$ cat config.mk
export PLATFORM = sky130hd
export DESIGN_NAME = fp_seq_ctrl_flat
export DESIGN_NICKNAME = d
export VERILOG_FILES = /design/src/rtl/fp_seq_pkg.sv /design/src/rtl/fp_seq_ctrl_if.sv /design/src/rtl/fp_seq_wait_cnt.sv /design/src/rtl/fp_seq_ctrl.sv /design/src/flat_wrapper.sv
export SDC_FILE = /design/constraint.sdc
export NUM_CORES = 1
export LEC_CHECK = 0
export ABC_AREA = 0
export CAP_MARGIN = 10
export CORE_MARGIN = 2
export CORE_UTILIZATION = 40
export DETAILED_ROUTE_END_ITERATION = 6
export PLACE_DENSITY = 0.84
export REMOVE_ABC_BUFFERS = 1
export SYNTH_ARGS = -nofsm -noshare
export SYNTH_HDL_FRONTEND = slang
export SYNTH_SLANG_ARGS = --single-unit
$ cat constraint.sdc
create_clock -name clk -period 1.54 [get_ports clk]
set_input_delay 0.231 -clock clk [delete_from_list [all_inputs] [get_ports clk]]
set_output_delay 0.231 -clock clk [all_outputs]
set_load 0.02 [all_outputs]
$ cat src/rtl/fp_seq_pkg.sv
// Shared types and constants for the FP32 register-to-register sequencer.
// FP_SEQ_VERIFY_EN adds the VERIFY state to the state enum.
package fp_seq_pkg;

    localparam int unsigned AW_DEF   = 5;
    localparam int unsigned DW_DEF   = 32;
    localparam int unsigned SIGN_BIT = 31;

    localparam logic [31:0] FP_ONE = 32'h3F80_0000;
    localparam logic [31:0] FP_TWO = 32'h4000_0000;

`ifdef FP_SEQ_VERIFY_EN
    typedef enum logic [2:0] {
        S_IDLE   = 3'd0,
        S_RD_A   = 3'd1,
        S_RD_B   = 3'd2,
        S_EXEC   = 3'd3,
        S_WB     = 3'd4,
        S_VERIFY = 3'd5
    } state_t;
`else
    typedef enum logic [2:0] {
        S_IDLE = 3'd0,
        S_RD_A = 3'd1,
        S_RD_B = 3'd2,
        S_EXEC = 3'd3,
        S_WB   = 3'd4
    } state_t;
`endif

    // Subtract is an add with operand B's sign inverted; all other bits pass untouched.
    function automatic logic [31:0] fp_flip_sign(input logic [31:0] v, input logic neg);
        logic [31:0] r;
        r           = v;
        r[SIGN_BIT] = v[SIGN_BIT] ^ neg;
        return r;
    endfunction

endpackage

$ cat src/rtl/fp_seq_ctrl_if.sv
// Command, register-bank and adder signals of the FP32 sequencer.
// slave = the controller, master = command source plus bank/adder environment.
interface fp_seq_ctrl_if
    import fp_seq_pkg::*;
#(
    parameter int unsigned AW = AW_DEF,
    parameter int unsigned DW = DW_DEF
);
    logic          cmd_valid;
    logic          cmd_ready;
    logic [AW-1:0] cmd_rs1;
    logic [AW-1:0] cmd_rs2;
    logic [AW-1:0] cmd_rd;
    logic          cmd_sub;
    logic          busy;
    logic          done;
    logic [AW-1:0] bank_addr;
    logic [DW-1:0] bank_wdata;
    logic          bank_we;
    logic          bank_mode;
    logic [DW-1:0] bank_rdata;
    logic [DW-1:0] add_a;
    logic [DW-1:0] add_b;
    logic [DW-1:0] add_sum;
    logic          wb_match;

    modport slave (
        input  cmd_valid, cmd_rs1, cmd_rs2, cmd_rd, cmd_sub, bank_rdata, add_sum,
        output cmd_ready, busy, done, bank_addr, bank_wdata, bank_we, bank_mode,
               add_a, add_b, wb_match
    );

    modport master (
        output cmd_valid, cmd_rs1, cmd_rs2, cmd_rd, cmd_sub, bank_rdata, add_sum,
        input  cmd_ready, busy, done, bank_addr, bank_wdata, bank_we, bank_mode,
               add_a, add_b, wb_match
    );

endinterface

$ cat src/rtl/fp_seq_wait_cnt.sv
// Read-latency wait counter: counts while i_run, flags LAT, then wraps to zero.
module fp_seq_wait_cnt #(
    parameter int unsigned LAT = 2,
    parameter int unsigned CW  = 2
) (
    input  logic clk,
    input  logic reset,
    input  logic i_run,
    output logic o_term_c
);

    logic [CW-1:0] r_cnt;

    assign o_term_c = (r_cnt == CW'(LAT));

    always_ff @(posedge clk or negedge reset) begin
        if (!reset) begin
            r_cnt <= '0;
        end else if (!i_run || o_term_c) begin
            r_cnt <= '0;
        end else begin
            r_cnt <= r_cnt + CW'(1);
        end
    end

endmodule

$ cat src/rtl/fp_seq_ctrl.sv
// Sequencer for one FP32 op rd <= rs1 +/- rs2: two bank reads, adder, write-back.
// FP_SEQ_VERIFY_EN: read back rd after the write and report it on wb_match.
module fp_seq_ctrl
    import fp_seq_pkg::*;
#(
    parameter int unsigned RD_LAT = 2,
    parameter int unsigned AW     = AW_DEF,
    parameter int unsigned DW     = DW_DEF
) (
    input  logic         clk,
    input  logic         reset,
    fp_seq_ctrl_if.slave bus
);

    localparam int unsigned CW = $clog2(RD_LAT + 1);

    state_t        r_state, w_state_nxt;
    logic [AW-1:0] r_rs2, w_rs2_nxt;
    logic [AW-1:0] r_rd, w_rd_nxt;
    logic          r_sub, w_sub_nxt;
    logic          r_ready, w_ready_nxt;
    logic          r_busy, w_busy_nxt;
    logic          r_done, w_done_nxt;
    logic [AW-1:0] r_addr, w_addr_nxt;
    logic [DW-1:0] r_wdata, w_wdata_nxt;
    logic          r_we, w_we_nxt;
    logic          r_mode, w_mode_nxt;
    logic [DW-1:0] r_add_a, w_add_a_nxt;
    logic [DW-1:0] r_add_b, w_add_b_nxt;
    logic          w_wait;
    logic          w_term;
`ifdef FP_SEQ_VERIFY_EN
    logic          r_match, w_match_nxt;
`endif

    fp_seq_wait_cnt #(
        .LAT (RD_LAT),
        .CW  (CW)
    ) u_wait_cnt (
        .clk      (clk),
        .reset    (reset),
        .i_run    (w_wait),
        .o_term_c (w_term)
    );

    // Next-state and next-output decode.
    always_comb begin
        w_state_nxt = r_state;
        w_rs2_nxt   = r_rs2;
        w_rd_nxt    = r_rd;
        w_sub_nxt   = r_sub;
        w_done_nxt  = 1'b0;
        w_addr_nxt  = r_addr;
        w_wdata_nxt = r_wdata;
        w_we_nxt    = r_we;
        w_mode_nxt  = r_mode;
        w_add_a_nxt = r_add_a;
        w_add_b_nxt = r_add_b;
        w_wait      = 1'b0;
`ifdef FP_SEQ_VERIFY_EN
        w_match_nxt = r_match;
`endif
        case (r_state)
            S_IDLE: begin
                if (bus.cmd_valid && r_ready) begin
                    w_rs2_nxt   = bus.cmd_rs2;
                    w_rd_nxt    = bus.cmd_rd;
                    w_sub_nxt   = bus.cmd_sub;
                    w_addr_nxt  = bus.cmd_rs1;
                    w_state_nxt = S_RD_A;
`ifdef FP_SEQ_VERIFY_EN
                    w_match_nxt = 1'b0;
`endif
                end
            end
            S_RD_A: begin
                w_wait = 1'b1;
                if (w_term) begin
                    w_add_a_nxt = bus.bank_rdata;
                    w_addr_nxt  = r_rs2;
                    w_state_nxt = S_RD_B;
                end
            end
            S_RD_B: begin
                w_wait = 1'b1;
                if (w_term) begin
                    w_add_b_nxt = fp_flip_sign(bus.bank_rdata, r_sub);
                    w_state_nxt = S_EXEC;
                end
            end
            S_EXEC: begin
                w_wdata_nxt = bus.add_sum;
                w_addr_nxt  = r_rd;
                w_we_nxt    = 1'b1;
                w_mode_nxt  = 1'b0;
                w_state_nxt = S_WB;
            end
            S_WB: begin
                // The bank commits the write on this edge; close the write window.
                w_we_nxt   = 1'b0;
                w_mode_nxt = 1'b1;
`ifdef FP_SEQ_VERIFY_EN
                w_state_nxt = S_VERIFY;
`else
                w_done_nxt  = 1'b1;
                w_state_nxt = S_IDLE;
`endif
            end
`ifdef FP_SEQ_VERIFY_EN
            S_VERIFY: begin
                w_wait = 1'b1;
                if (w_term) begin
                    w_match_nxt = (bus.bank_rdata == r_wdata);
                    w_done_nxt  = 1'b1;
                    w_state_nxt = S_IDLE;
                end
            end
`endif
            default: begin
                w_state_nxt = S_IDLE;
            end
        endcase
        w_ready_nxt = (w_state_nxt == S_IDLE);
        w_busy_nxt  = !w_ready_nxt;
    end

    // State and registered outputs.
    always_ff @(posedge clk or negedge reset) begin
        if (!reset) begin
            r_state <= S_IDLE;
            r_rs2   <= '0;
            r_rd    <= '0;
            r_sub   <= 1'b0;
            r_ready <= 1'b1;
            r_busy  <= 1'b0;
            r_done  <= 1'b0;
            r_addr  <= '0;
            r_wdata <= '0;
            r_we    <= 1'b0;
            r_mode  <= 1'b1;
            r_add_a <= '0;
            r_add_b <= '0;
`ifdef FP_SEQ_VERIFY_EN
            r_match <= 1'b0;
`endif
        end else begin
            r_state <= w_state_nxt;
            r_rs2   <= w_rs2_nxt;
            r_rd    <= w_rd_nxt;
            r_sub   <= w_sub_nxt;
            r_ready <= w_ready_nxt;
            r_busy  <= w_busy_nxt;
            r_done  <= w_done_nxt;
            r_addr  <= w_addr_nxt;
            r_wdata <= w_wdata_nxt;
            r_we    <= w_we_nxt;
            r_mode  <= w_mode_nxt;
            r_add_a <= w_add_a_nxt;
            r_add_b <= w_add_b_nxt;
`ifdef FP_SEQ_VERIFY_EN
            r_match <= w_match_nxt;
`endif
        end
    end

    assign bus.cmd_ready  = r_ready;
    assign bus.busy       = r_busy;
    assign bus.done       = r_done;
    assign bus.bank_addr  = r_addr;
    assign bus.bank_wdata = r_wdata;
    assign bus.bank_we    = r_we;
    assign bus.bank_mode  = r_mode;
    assign bus.add_a      = r_add_a;
    assign bus.add_b      = r_add_b;
`ifdef FP_SEQ_VERIFY_EN
    assign bus.wb_match   = r_match;
`else
    assign bus.wb_match   = 1'b0;
`endif

endmodule

$ cat src/flat_wrapper.sv
// flat-port wrapper written by rule: the top's interface ports become plain ports
module fp_seq_ctrl_flat import fp_seq_pkg::*;
#(
    parameter int unsigned RD_LAT = 2,
    parameter int unsigned AW     = AW_DEF,
    parameter int unsigned DW     = DW_DEF
)
  (clk, reset, bus_cmd_valid, bus_cmd_rs1, bus_cmd_rs2, bus_cmd_rd, bus_cmd_sub, bus_bank_rdata, bus_add_sum, bus_cmd_ready, bus_busy, bus_done, bus_bank_addr, bus_bank_wdata, bus_bank_we, bus_bank_mode, bus_add_a, bus_add_b, bus_wb_match);
  fp_seq_ctrl_if #(.AW(AW), .DW(DW)) bus_i ();
  input  logic clk;
  input  logic reset;
  input wire logic [$bits(bus_i.cmd_valid)-1:0] bus_cmd_valid;
  input wire logic [$bits(bus_i.cmd_rs1)-1:0] bus_cmd_rs1;
  input wire logic [$bits(bus_i.cmd_rs2)-1:0] bus_cmd_rs2;
  input wire logic [$bits(bus_i.cmd_rd)-1:0] bus_cmd_rd;
  input wire logic [$bits(bus_i.cmd_sub)-1:0] bus_cmd_sub;
  input wire logic [$bits(bus_i.bank_rdata)-1:0] bus_bank_rdata;
  input wire logic [$bits(bus_i.add_sum)-1:0] bus_add_sum;
  output wire logic [$bits(bus_i.cmd_ready)-1:0] bus_cmd_ready;
  output wire logic [$bits(bus_i.busy)-1:0] bus_busy;
  output wire logic [$bits(bus_i.done)-1:0] bus_done;
  output wire logic [$bits(bus_i.bank_addr)-1:0] bus_bank_addr;
  output wire logic [$bits(bus_i.bank_wdata)-1:0] bus_bank_wdata;
  output wire logic [$bits(bus_i.bank_we)-1:0] bus_bank_we;
  output wire logic [$bits(bus_i.bank_mode)-1:0] bus_bank_mode;
  output wire logic [$bits(bus_i.add_a)-1:0] bus_add_a;
  output wire logic [$bits(bus_i.add_b)-1:0] bus_add_b;
  output wire logic [$bits(bus_i.wb_match)-1:0] bus_wb_match;
  assign bus_i.cmd_valid = bus_cmd_valid;
  assign bus_i.cmd_rs1 = bus_cmd_rs1;
  assign bus_i.cmd_rs2 = bus_cmd_rs2;
  assign bus_i.cmd_rd = bus_cmd_rd;
  assign bus_i.cmd_sub = bus_cmd_sub;
  assign bus_i.bank_rdata = bus_bank_rdata;
  assign bus_i.add_sum = bus_add_sum;
  assign bus_cmd_ready = bus_i.cmd_ready;
  assign bus_busy = bus_i.busy;
  assign bus_done = bus_i.done;
  assign bus_bank_addr = bus_i.bank_addr;
  assign bus_bank_wdata = bus_i.bank_wdata;
  assign bus_bank_we = bus_i.bank_we;
  assign bus_bank_mode = bus_i.bank_mode;
  assign bus_add_a = bus_i.add_a;
  assign bus_add_b = bus_i.add_b;
  assign bus_wb_match = bus_i.wb_match;
  fp_seq_ctrl #(.RD_LAT(RD_LAT), .AW(AW), .DW(DW)) u_core (.clk(clk), .reset(reset), .bus(bus_i));
endmodule
==> tab_implementation.tex, run 1 <==
\begin{tabular}{lr}
\hline
Metric & Value \\
\hline
\multicolumn{2}{l}{\textbf{Floorplanning}} \\
\quad Core outline area & 12000 sq um \\
\quad Row cnt & 40 \\
\quad Die height & approximately 110 um \\
\quad Die area & between 10000 and 15000 sq um \\
\quad Initial standard-cell utilization of the core & between 40 and 50\% \\
\quad X dimension of the die & between 100 and 150 um \\
\quad I/O Pins & 190 \\
\multicolumn{2}{l}{\textbf{STA}} \\
\quad Final clock period utilization by the worst path & 104\% \\
\quad Worst clock skew & 8.71 ps \\
\quad Fin worst setup slack & -60.3 ps \\
\quad Setup repair after global routing missed its margin & yes \\
\quad Finish-stage setup viols & 55 \\
\quad Highest Clock Rate & 625 MHz \\
\quad Final count of pins violating max slew & 0 \\
\quad Final hold viol count & 0 \\
\quad Final critical path time including I/O delays and setup & 1600 ps \\
\multicolumn{2}{l}{\textbf{Routing}} \\
\quad Detailed-route wire length & 13.2 mm \\
\quad DRC violation count after routing & 0 \\
\quad Vias post-DR & between 3000 and 4000 \\
\quad Mean number of vias per cell & 4.88 \\
\quad Number of routed nets with antenna violations & 0 \\
\quad Iteration count of the initial detailed-routing pass & 4 \\
\quad Mean routed wirelength per cell & 19.5 um \\
\quad First DRT Iteration DRCs & 200 \\
\multicolumn{2}{l}{\textbf{Yosys}} \\
\quad Total of warnings raised by yosys & 0 \\
\quad Basic-gate share of the synthesized area counting and, or, nand and nor cells & 2.29\% \\
\quad Largest cells by area after synthesis & sky130\_fd\_sc\_hd\_\_dfrtp\_1, sky130\_fd\_sc\_hd\_\_mux2\_2, sky130\_fd\_sc\_hd\_\_mux2\_4 \\
\quad Dominant combinational cell family by area after synthesis & multiplexers \\
\quad Leading cell types by count after synthesis & sky130\_fd\_sc\_hd\_\_dfrtp\_1, sky130\_fd\_sc\_hd\_\_mux2\_2, sky130\_fd\_sc\_hd\_\_mux2\_4 \\
\quad Number of distinct library cell variants in the gate-level netlist after synthesis & 29 \\
\quad Most used flip-flop cell after synthesis & sky130\_fd\_sc\_hd\_\_dfrtp\_1 \\
\quad Number of instances in the synthesized netlist & 294 \\
\quad Library cell occupying the most area in the post-synthesis netlist & sky130\_fd\_sc\_hd\_\_dfrtp\_1 \\
\quad Number of synthesized flops with an enable pin & 0 \\
\quad Mapped Area & approximately 5000 sq um \\
\quad Fraction of registers with async set/reset & 100\% \\
\quad Adder-cell share of the synthesized area & less than 1\% \\
\quad Flip-flop and latch count after synthesis & around 120 \\
\quad Mux contribution to synthesized area & 30.0\% \\
\quad Average instance area after synthesis & 16.7 sq um \\
\quad Most frequent cell after synthesis & sky130\_fd\_sc\_hd\_\_dfrtp\_1 \\
\quad Sequential-to-total area share from yosys stat & 62.2\% \\
\quad Synth Area in XOR/XNOR & less than 1\% \\
\quad Fraction of synthesized cell area taken by the top area cell type & about three fifths \\
\quad Synth Area in Compound Gates & 0.968\% \\
\multicolumn{2}{l}{\textbf{Final layout}} \\
\quad Number of fillers in the final layout & 850 \\
\quad Layout overhead on the synthesized area & 63.1\% \\
\quad Final net count & 603 \\
\quad Final std cell area, no fill & 8010 sq um \\
\quad FF+latch area & 3060 sq um \\
\quad Area used by multi-input combinational logic & 1900 sq um \\
\quad Final Instance Count excl. Fillers & 679 \\
\quad Final antenna diode count & 0 \\
\quad Layout cell share with drive strength beyond 1 & 37.6\% \\
\multicolumn{2}{l}{\textbf{Critical path}} \\
\quad Ordered cell list for the critical path & buf\_6 > and3b\_2 > buf\_6 > clkbuf\_16 > mux2\_4 \\
\quad Crit-path max FO & 6 \\
\quad CP endpoint kind & flip-flop \\
\quad Register-to-register path setup slack & -60 ps \\
\quad WP data required & $\sim$1800 ps \\
\quad Slowest cell on the critical path & sky130\_fd\_sc\_hd\_\_dfrtp\_2 \\
\quad WP buf/inv & 3 \\
\quad R2R Path Start & u\_core.r\_state[1] \\
\quad CP endpoint & u\_core.bus.add\_a[0] \\
\quad Worst path most repeated cell & sky130\_fd\_sc\_hd\_\_buf\_6 \\
\quad Critical Path Start & u\_core.r\_state[1] \\
\quad CP arrival & 1890 ps \\
\quad Number of logic stages on the critical path including buffering & 5 \\
\quad R2R depth & 5 \\
\quad Crit path max-delay family & flip-flops \\
\quad Worst path max stage delay & between 400 and 500 ps \\
\quad Kind of critical path & flip-flop to flip-flop \\
\quad Capture instance of the worst register-to-register path & u\_core.bus.add\_a[0] \\
\quad Critical Path Start Type & flip-flop \\
\multicolumn{2}{l}{\textbf{Global route}} \\
\quad Total global routing track utilization & 20.1\% \\
\quad Met1 Usage GRT & between 20\% and 30\% \\
\quad Overflow left after global routing & 0 \\
\quad Grt met3 use & 8.80\% \\
\quad Most congested layer reported by global routing & met2 \\
\quad Number of global-route vias before repair & 3826 \\
\quad Maximum number of pins on one net before global-route repair & 64 \\
\quad First-pass GRT wire length & 19.7 mm \\
\quad Antenna violations before repair & 0 \\
\quad GR met2 Demand/Resource & 35.7\% \\
\multicolumn{2}{l}{\textbf{Clocking}} \\
\quad Clock H-tree levels & 4 \\
\quad CTS clock-pin slew for the worst setup and hold paths & 60 ps \\
\quad Total clock sinks & between 100 and 150 \\
\quad CTS tree & done \\
\quad Clk Latency, worst-skew pair & 410 ps \\
\quad Max Root-Sink Buffers & 2 \\
\quad Total CTS buffers & 17 \\
\quad CTS root buf & sky130\_fd\_sc\_hd\_\_clkbuf\_16 \\
\multicolumn{2}{l}{\textbf{Status}} \\
\quad Run status & complete, but fails checks \\
\quad Violated checks & setup timing \\
\multicolumn{2}{l}{\textbf{Placed design}} \\
\quad Placed Instance Area & roughly 7000 sq um \\
\quad Hpwl dp & 8.25 mm \\
\quad RePlAce Congestion & 0.797 \\
\quad Instance count after placement with tap cells included & about 630 \\
\quad Quantity of I/O buffers inserted on ports & 188 \\
\multicolumn{2}{l}{\textbf{Pwr}} \\
\quad Maximum ir drop on the vdd rail & between 1 and 1.5 mV \\
\quad Power per cell area & 2220 nW/um\^{}2 \\
\quad Static power due to leakage & 0.00368 uW \\
\quad Power Total & 17800 uW \\
\multicolumn{2}{l}{\textbf{Job}} \\
\quad Total of max-cap violations & 0 \\
\multicolumn{2}{l}{\textbf{Worst hold path}} \\
\quad Hold Crit Class & input pin to async pin \\
\hline
\end{tabular}
## layout by cell type, fill, tap and decap left out, types with 2 or more instances in the layout
cell type | Yosys | layout
sky130_fd_sc_hd__xnor2_1 | 2 | 2
sky130_fd_sc_hd__mux2_4 | 30 | 73
sky130_fd_sc_hd__dfstp_2 | 2 | 2
sky130_fd_sc_hd__a21oi_1 | 3 | 3
sky130_fd_sc_hd__buf_16 | 0 | 3
sky130_fd_sc_hd__nand3b_1 | 2 | 2
sky130_fd_sc_hd__buf_12 | 3 | 6
sky130_fd_sc_hd__clkdlybuf4s50_1 | 0 | 81
sky130_fd_sc_hd__mux2_2 | 91 | 48
sky130_fd_sc_hd__buf_4 | 2 | 13
sky130_fd_sc_hd__nor2_1 | 6 | 5
sky130_fd_sc_hd__clkbuf_8 | 0 | 5
sky130_fd_sc_hd__clkbuf_16 | 0 | 21
sky130_fd_sc_hd__dfrtp_2 | 0 | 2
sky130_fd_sc_hd__dlygate4sd2_1 | 0 | 104
sky130_fd_sc_hd__inv_1 | 4 | 3
sky130_fd_sc_hd__dfrtp_1 | 120 | 118
sky130_fd_sc_hd__buf_6 | 5 | 10
sky130_fd_sc_hd__clkdlybuf4s15_1 | 0 | 2
sky130_fd_sc_hd__bufinv_16 | 0 | 2
sky130_fd_sc_hd__clkinv_2 | 0 | 4
sky130_fd_sc_hd__clkbuf_1 | 0 | 3
## where the power goes
part | switching, uW | internal (uW) | leakage, uW
Clock | 1340 | 2580 | 0.000293
Combinational | 3800 | 4250 | 0.00195
Sequential | 934 | 4880 | 0.00143
## layer usage
metal / part of all wire (%) / vias up
met3: 7.8 / 11
met5: 0 / -
met1: 38 / 1688
met2: 53 / 144
li1: - / 1473
met4: 1.0 / 0
## worst register-to-register path, delay by kind of cell (launching register included)
family | cells | cell delay [ps]
muxes | 1 | 290
and+or+nand+nor | 1 | 270
buffers and inverters | 3 | 450
DFF | 1 | 470
## worst min path at each step
| stage | slack, ps | startpoint | cells past startpoint | endpoint |
|---|---|---|---|---|
| after global routing | 420 | reset | 3 | u_core.bus.add_b[23] |
| after CTS | 410 | reset | 3 | u_core.bus.add_a[23] |
| after detailed placement | 280 | reset | 2 | u_core.bus.add_a[3] |
| after floorplan | -60 | reset | 0 | u_core.bus.add_a[0] |
| final | 390 | reset | 3 | u_core.bus.add_a[3] |
| after global placement | 260 | reset | 2 | u_core.bus.add_a[23] |
## flip-flops by register name (all words and copies together) (netlist names), 2 cells and up
signal                   count
u_core.r_rd                  5
u_core.bus.add_b            32
u_core.r_state               3
u_core.bus.bank_addr         5
u_core.bus.bank_wdata       32
u_core.u_wait_cnt.r_cnt      2
u_core.r_rs2                 5
u_core.bus.add_a            32
## final cells by class
cell class / count / share of cell area, %
flip-flops and latches: 122 / 38.2
repair buffers: 224 / 28.3
multi-input cells: 150 / 23.7
clock buffers: 25 / 6.31
well taps: 147 / 2.30
clock inverters: 7 / 1.09
inverters: 4 / 0.187
## timing repair
action | CTS | global route
resized for setup | 131 | 57
setup endpoints to repair | 191 | 113
endpoints found under the hold margin | 120 | 0
hold buffers | 1 | 0
pin swaps | 1 | 3
buffers inserted | 5 | 8
gates cloned | 5 | 5
## through the flow
step	util [%]	hold WS [ps]	worst slack (ps)	setup TNS [ps]
2_1_floorplan	-	-64.6	-959	-40840
3_3_place_gp	58.2	264	-138	-5510
3_5_place_dp	58.2	279	-167	-9430
4_1_cts	64.5	407	-120	-4500
5_1_grt	66.7	416	-98.6	-4360
6_report	66.7	390	-60.3	-1530
## cells by family after synthesis
| family | count (synthesis) |
|---|---|
| other cells | 1 |
| simple gates | 17 |
| xor+xnor | 2 |
| compound gates | 8 |
| flops | 122 |
| fa+ha+maj | 1 |
| mux | 121 |
| buf+inv | 22 |
(Power assumes the default switching activity.)
==> inputs of run 2 (changes only) <==
--- a/config.mk
+++ b/config.mk
@@ -11,6 +11,7 @@
 export CORE_UTILIZATION = 40
 export DETAILED_ROUTE_END_ITERATION = 6
 export PLACE_DENSITY = 0.84
+export RECOVER_POWER = 100
 export REMOVE_ABC_BUFFERS = 1
 export SYNTH_ARGS = -nofsm -noshare
 export SYNTH_HDL_FRONTEND = slang
==> tab_implementation.tex, run 2 (synthesis gave the netlist of run 1 again) <==
\begin{tabular}{lr}
\hline
Metric & Value \\
\hline
\multicolumn{2}{l}{\textbf{Final layout}} \\
\quad Final std cell area, no fill & 7980 sq um (-0.36\%) \\
\quad Commonest non-fill, non-tap cells in the layout & sky130\_fd\_sc\_hd\_\_dfrtp\_1, sky130\_fd\_sc\_hd\_\_dlygate4sd2\_1, sky130\_fd\_sc\_hd\_\_clkdlybuf4s50\_1 \\
\quad Layout overhead on the synthesized area & 62.5\% \\
\quad Most common library cell in the layout ignoring fill and taps & sky130\_fd\_sc\_hd\_\_dfrtp\_1 \\
\quad Final antenna diode count & 0 (unchanged) \\
\quad Layout cell share with drive strength beyond 1 & 37.4\% (-0.19 points) \\
\quad Final net count & 603 (unchanged) \\
\quad FF+latch area & 3060 sq um (unchanged) \\
\quad Number of fillers in the final layout & 856 (+0.71\%) \\
\quad Area used by multi-input combinational logic & 1900 sq um (unchanged) \\
\multicolumn{2}{l}{\textbf{STA}} \\
\quad Fin worst setup slack & -62.1 ps (-1.75 ps) \\
\quad Final setup TNS & -1520 ps (+3.20 ps) \\
\quad Final hold viol count & 0 (unchanged) \\
\quad Final count of pins violating max slew & 0 (unchanged) \\
\quad Setup repair after global routing missed its margin & yes \\
\quad Highest Clock Rate & 624 MHz (-0.11\%) \\
\quad Final critical path time including I/O delays and setup & 1600 ps (+1.75 ps) \\
\quad Slew margin rel. & 43.3\% \\
\quad Transition time at the pin with the least slew margin & 850 ps \\
\quad Worst clock skew & 8.94 ps (+0.234 ps) \\
\quad Finish-stage setup viols & 55 (unchanged) \\
\quad Final clock period utilization by the worst path & 104\% (+0.11 points) \\
\multicolumn{2}{l}{\textbf{Global route}} \\
\quad Total global routing track utilization & 20.1\% (unchanged) \\
\quad Maximum number of pins on one net before global-route repair & 64 (unchanged) \\
\quad Number of global-route vias before repair & 3826 (unchanged) \\
\quad Overflow left after global routing & 0 (unchanged) \\
\quad First-pass GRT wire length & 19.7 mm (unchanged) \\
\quad Antenna violations before repair & 0 (unchanged) \\
\multicolumn{2}{l}{\textbf{Routing}} \\
\quad First DRT Iteration DRCs & 186 (-7.0\%) \\
\quad DRC violation count after routing & 0 (unchanged) \\
\quad Met2 wirelength from detailed routing & 7.04 mm (+1.1\%) \\
\quad Detailed-route wire length & 13.3 mm (+0.22\%) \\
\quad Mean number of vias per cell & 4.87 (-0.33\%) \\
\quad Iteration count of the initial detailed-routing pass & 4 (unchanged) \\
\quad Number of routed nets with antenna violations & 0 (unchanged) \\
\quad Detailed-route wire length on metal 1 & 5.04 mm (-0.90\%) \\
\quad Met3 wire length & 1.04 mm (+1.1\%) \\
\quad Uppermost signal routing layer after detailed routing & met4 \\
\quad Vias post-DR & 3305 (-0.33\%) \\
\quad Mean routed wirelength per cell & 19.5 um (+0.22\%) \\
\multicolumn{2}{l}{\textbf{Placed design}} \\
\quad Placed Instance Area & 6990 sq um (unchanged) \\
\quad Hpwl dp & 8.25 mm (unchanged) \\
\quad Quantity of I/O buffers inserted on ports & 188 (unchanged) \\
\quad RePlAce Congestion & 0.797 (unchanged) \\
\multicolumn{2}{l}{\textbf{Clocking}} \\
\quad CTS tree & done \\
\quad Total clock sinks & 122 (unchanged) \\
\quad Max Root-Sink Buffers & 2 (unchanged) \\
\quad CTS clock-pin slew for the worst setup and hold paths & 60 ps (about the same) \\
\quad Clock H-tree levels & 4 (unchanged) \\
\quad Total CTS buffers & 17 (unchanged) \\
\quad Clk Latency, worst-skew pair & 410 ps (about the same) \\
\quad CTS root buf & sky130\_fd\_sc\_hd\_\_clkbuf\_16 \\
\multicolumn{2}{l}{\textbf{Critical path}} \\
\quad Kind of critical path & flip-flop to flip-flop \\
\quad Slowest cell on the critical path & sky130\_fd\_sc\_hd\_\_dfrtp\_2 \\
\quad Worst path most repeated cell & sky130\_fd\_sc\_hd\_\_buf\_6 \\
\quad Worst path max stage delay & 470 ps (about the same) \\
\quad CP endpoint kind & flip-flop \\
\quad CP arrival & 1890 ps (about the same) \\
\quad R2R Path Start & u\_core.r\_state[1] \\
\quad WP buf/inv & 3 (unchanged) \\
\quad R2R depth & 5 (unchanged) \\
\quad WP data required & 1830 ps (about the same) \\
\quad Ordered cell list for the critical path & buf\_6 > and3b\_2 > buf\_6 > clkbuf\_16 > mux2\_4 \\
\quad Critical Path Start Type & flip-flop \\
\quad Crit-path max FO & 6 (unchanged) \\
\quad Capture instance of the worst register-to-register path & u\_core.bus.add\_a[0] \\
\quad Register-to-register path setup slack & -60 ps (about the same) \\
\quad Crit path max-delay family & flip-flops \\
\multicolumn{2}{l}{\textbf{Floorplanning}} \\
\quad Die height & 115 um (unchanged) \\
\quad Core outline area & 12000 sq um (unchanged) \\
\quad Die area & 13200 sq um (unchanged) \\
\quad I/O Pins & 190 (unchanged) \\
\quad Row cnt & 40 (unchanged) \\
\quad Initial standard-cell utilization of the core & 40.9\% (unchanged) \\
\quad X dimension of the die & 115 um (unchanged) \\
\multicolumn{2}{l}{\textbf{Pwr}} \\
\quad Maximum ir drop on the vdd rail & 1.36 mV (about the same) \\
\quad Static power due to leakage & 0.00366 uW (-0.39\%) \\
\quad Power per cell area & 2230 nW/um\^{}2 (+0.31\%) \\
\multicolumn{2}{l}{\textbf{Worst hold path}} \\
\quad Hold Crit Class & input pin to flip-flop \\
\quad Worst hold stages & 2 \\
\quad Hold Startpoint & bus\_add\_sum[4] \\
\quad Worst-case hold path end point & u\_core.bus.bank\_wdata[4] \\
\multicolumn{2}{l}{\textbf{Job}} \\
\quad Total of max-cap violations & 0 (unchanged) \\
\multicolumn{2}{l}{\textbf{Status}} \\
\quad Run status & complete, but fails checks \\
\quad Violated checks & setup timing \\
\hline
\end{tabular}
run 2: changes by cell type in the layout (fill, tap and decap cells not counted):
cell	delta
sky130_fd_sc_hd__clkbuf_1	+1
sky130_fd_sc_hd__and2_1	-1
sky130_fd_sc_hd__and2_0	+1
sky130_fd_sc_hd__buf_12	-2
sky130_fd_sc_hd__buf_4	-1
sky130_fd_sc_hd__clkbuf_4	+2
run 2: per-stage QoR:
stage / total power, uW / setup WS [ps] / hold slack (ps) / instances / util [%]
floorplan: 9950 / -959 / -64.6 / 276 / -
detailed placement: 14000 / -167 / 279 / 628 / 58.2
global route: 18700 / -98.6 / 416 / 679 / 66.5
finish: 17800 / -62.1 / 435 / 679 / 66.5
CTS: 17300 / -120 / 407 / 671 / 64.5
global placement: 13700 / -138 / 264 / 628 / 58.2
run 2: metal layers:
layer | global-route usage, % | vias up
met3 | 8.80 | 11
met5 | 0 | -
met4 | 6.35 | 0
met1 | 21.7 | 1671
li1 | - | 1473
met2 | 35.7 | 150
run 2: area by class of cell:
cell class,count,share of cell area [%]
Tap cell,147,2.30
Clock buffer,25,6.33
Timing Repair Buffer,224,28.0
Sequential cell,122,38.3
Clock inverter,7,1.10
Multi-Input combinational cell,150,23.8
Inverter,4,0.188
run 2: power breakdown:
| group | internal (uW) | switching [uW] | total, uW |
|---|---|---|---|
| clock network | 2580 | 1350 | 3930 |
| logic | 4240 | 3790 | 8040 |
| registers | 4880 | 936 | 5810 |
| total | 11700 | 6080 | 17800 |
run 2: worst register-to-register path: stages, from the launching register on:
cell	delay, ps
sky130_fd_sc_hd__dfrtp_2	470
sky130_fd_sc_hd__buf_6	150
sky130_fd_sc_hd__and3b_2	270
sky130_fd_sc_hd__buf_6	140
sky130_fd_sc_hd__clkbuf_16	160
sky130_fd_sc_hd__mux2_4	300
run 2: worst max path at each step:
stage / cells past startpoint / slack, ps / to / from
2_1_floorplan: 3 / -960 / u_core.bus.add_a[24] / u_core.r_state[0]
5_1_grt: 5 / -100 / u_core.bus.add_b[26] / u_core.u_wait_cnt.r_cnt[0]
4_1_cts: 5 / -120 / u_core.bus.add_b[18] / u_core.u_wait_cnt.r_cnt[0]
6_report: 5 / -60 / u_core.bus.add_a[0] / u_core.r_state[1]
3_3_place_gp: 5 / -140 / u_core.r_rd[4] / bus_cmd_valid
3_5_place_dp: 5 / -170 / u_core.bus.add_b[7] / u_core.u_wait_cnt.r_cnt[0]
run 2: timing repair:
item,CTS,global route
setup buffers,5,8
cloned,5,5
pin swaps,1,3
gates resized for setup,131,57
endpoints found under the setup margin,191,113
endpoints found under the hold margin,120,0
hold buffers,1,0
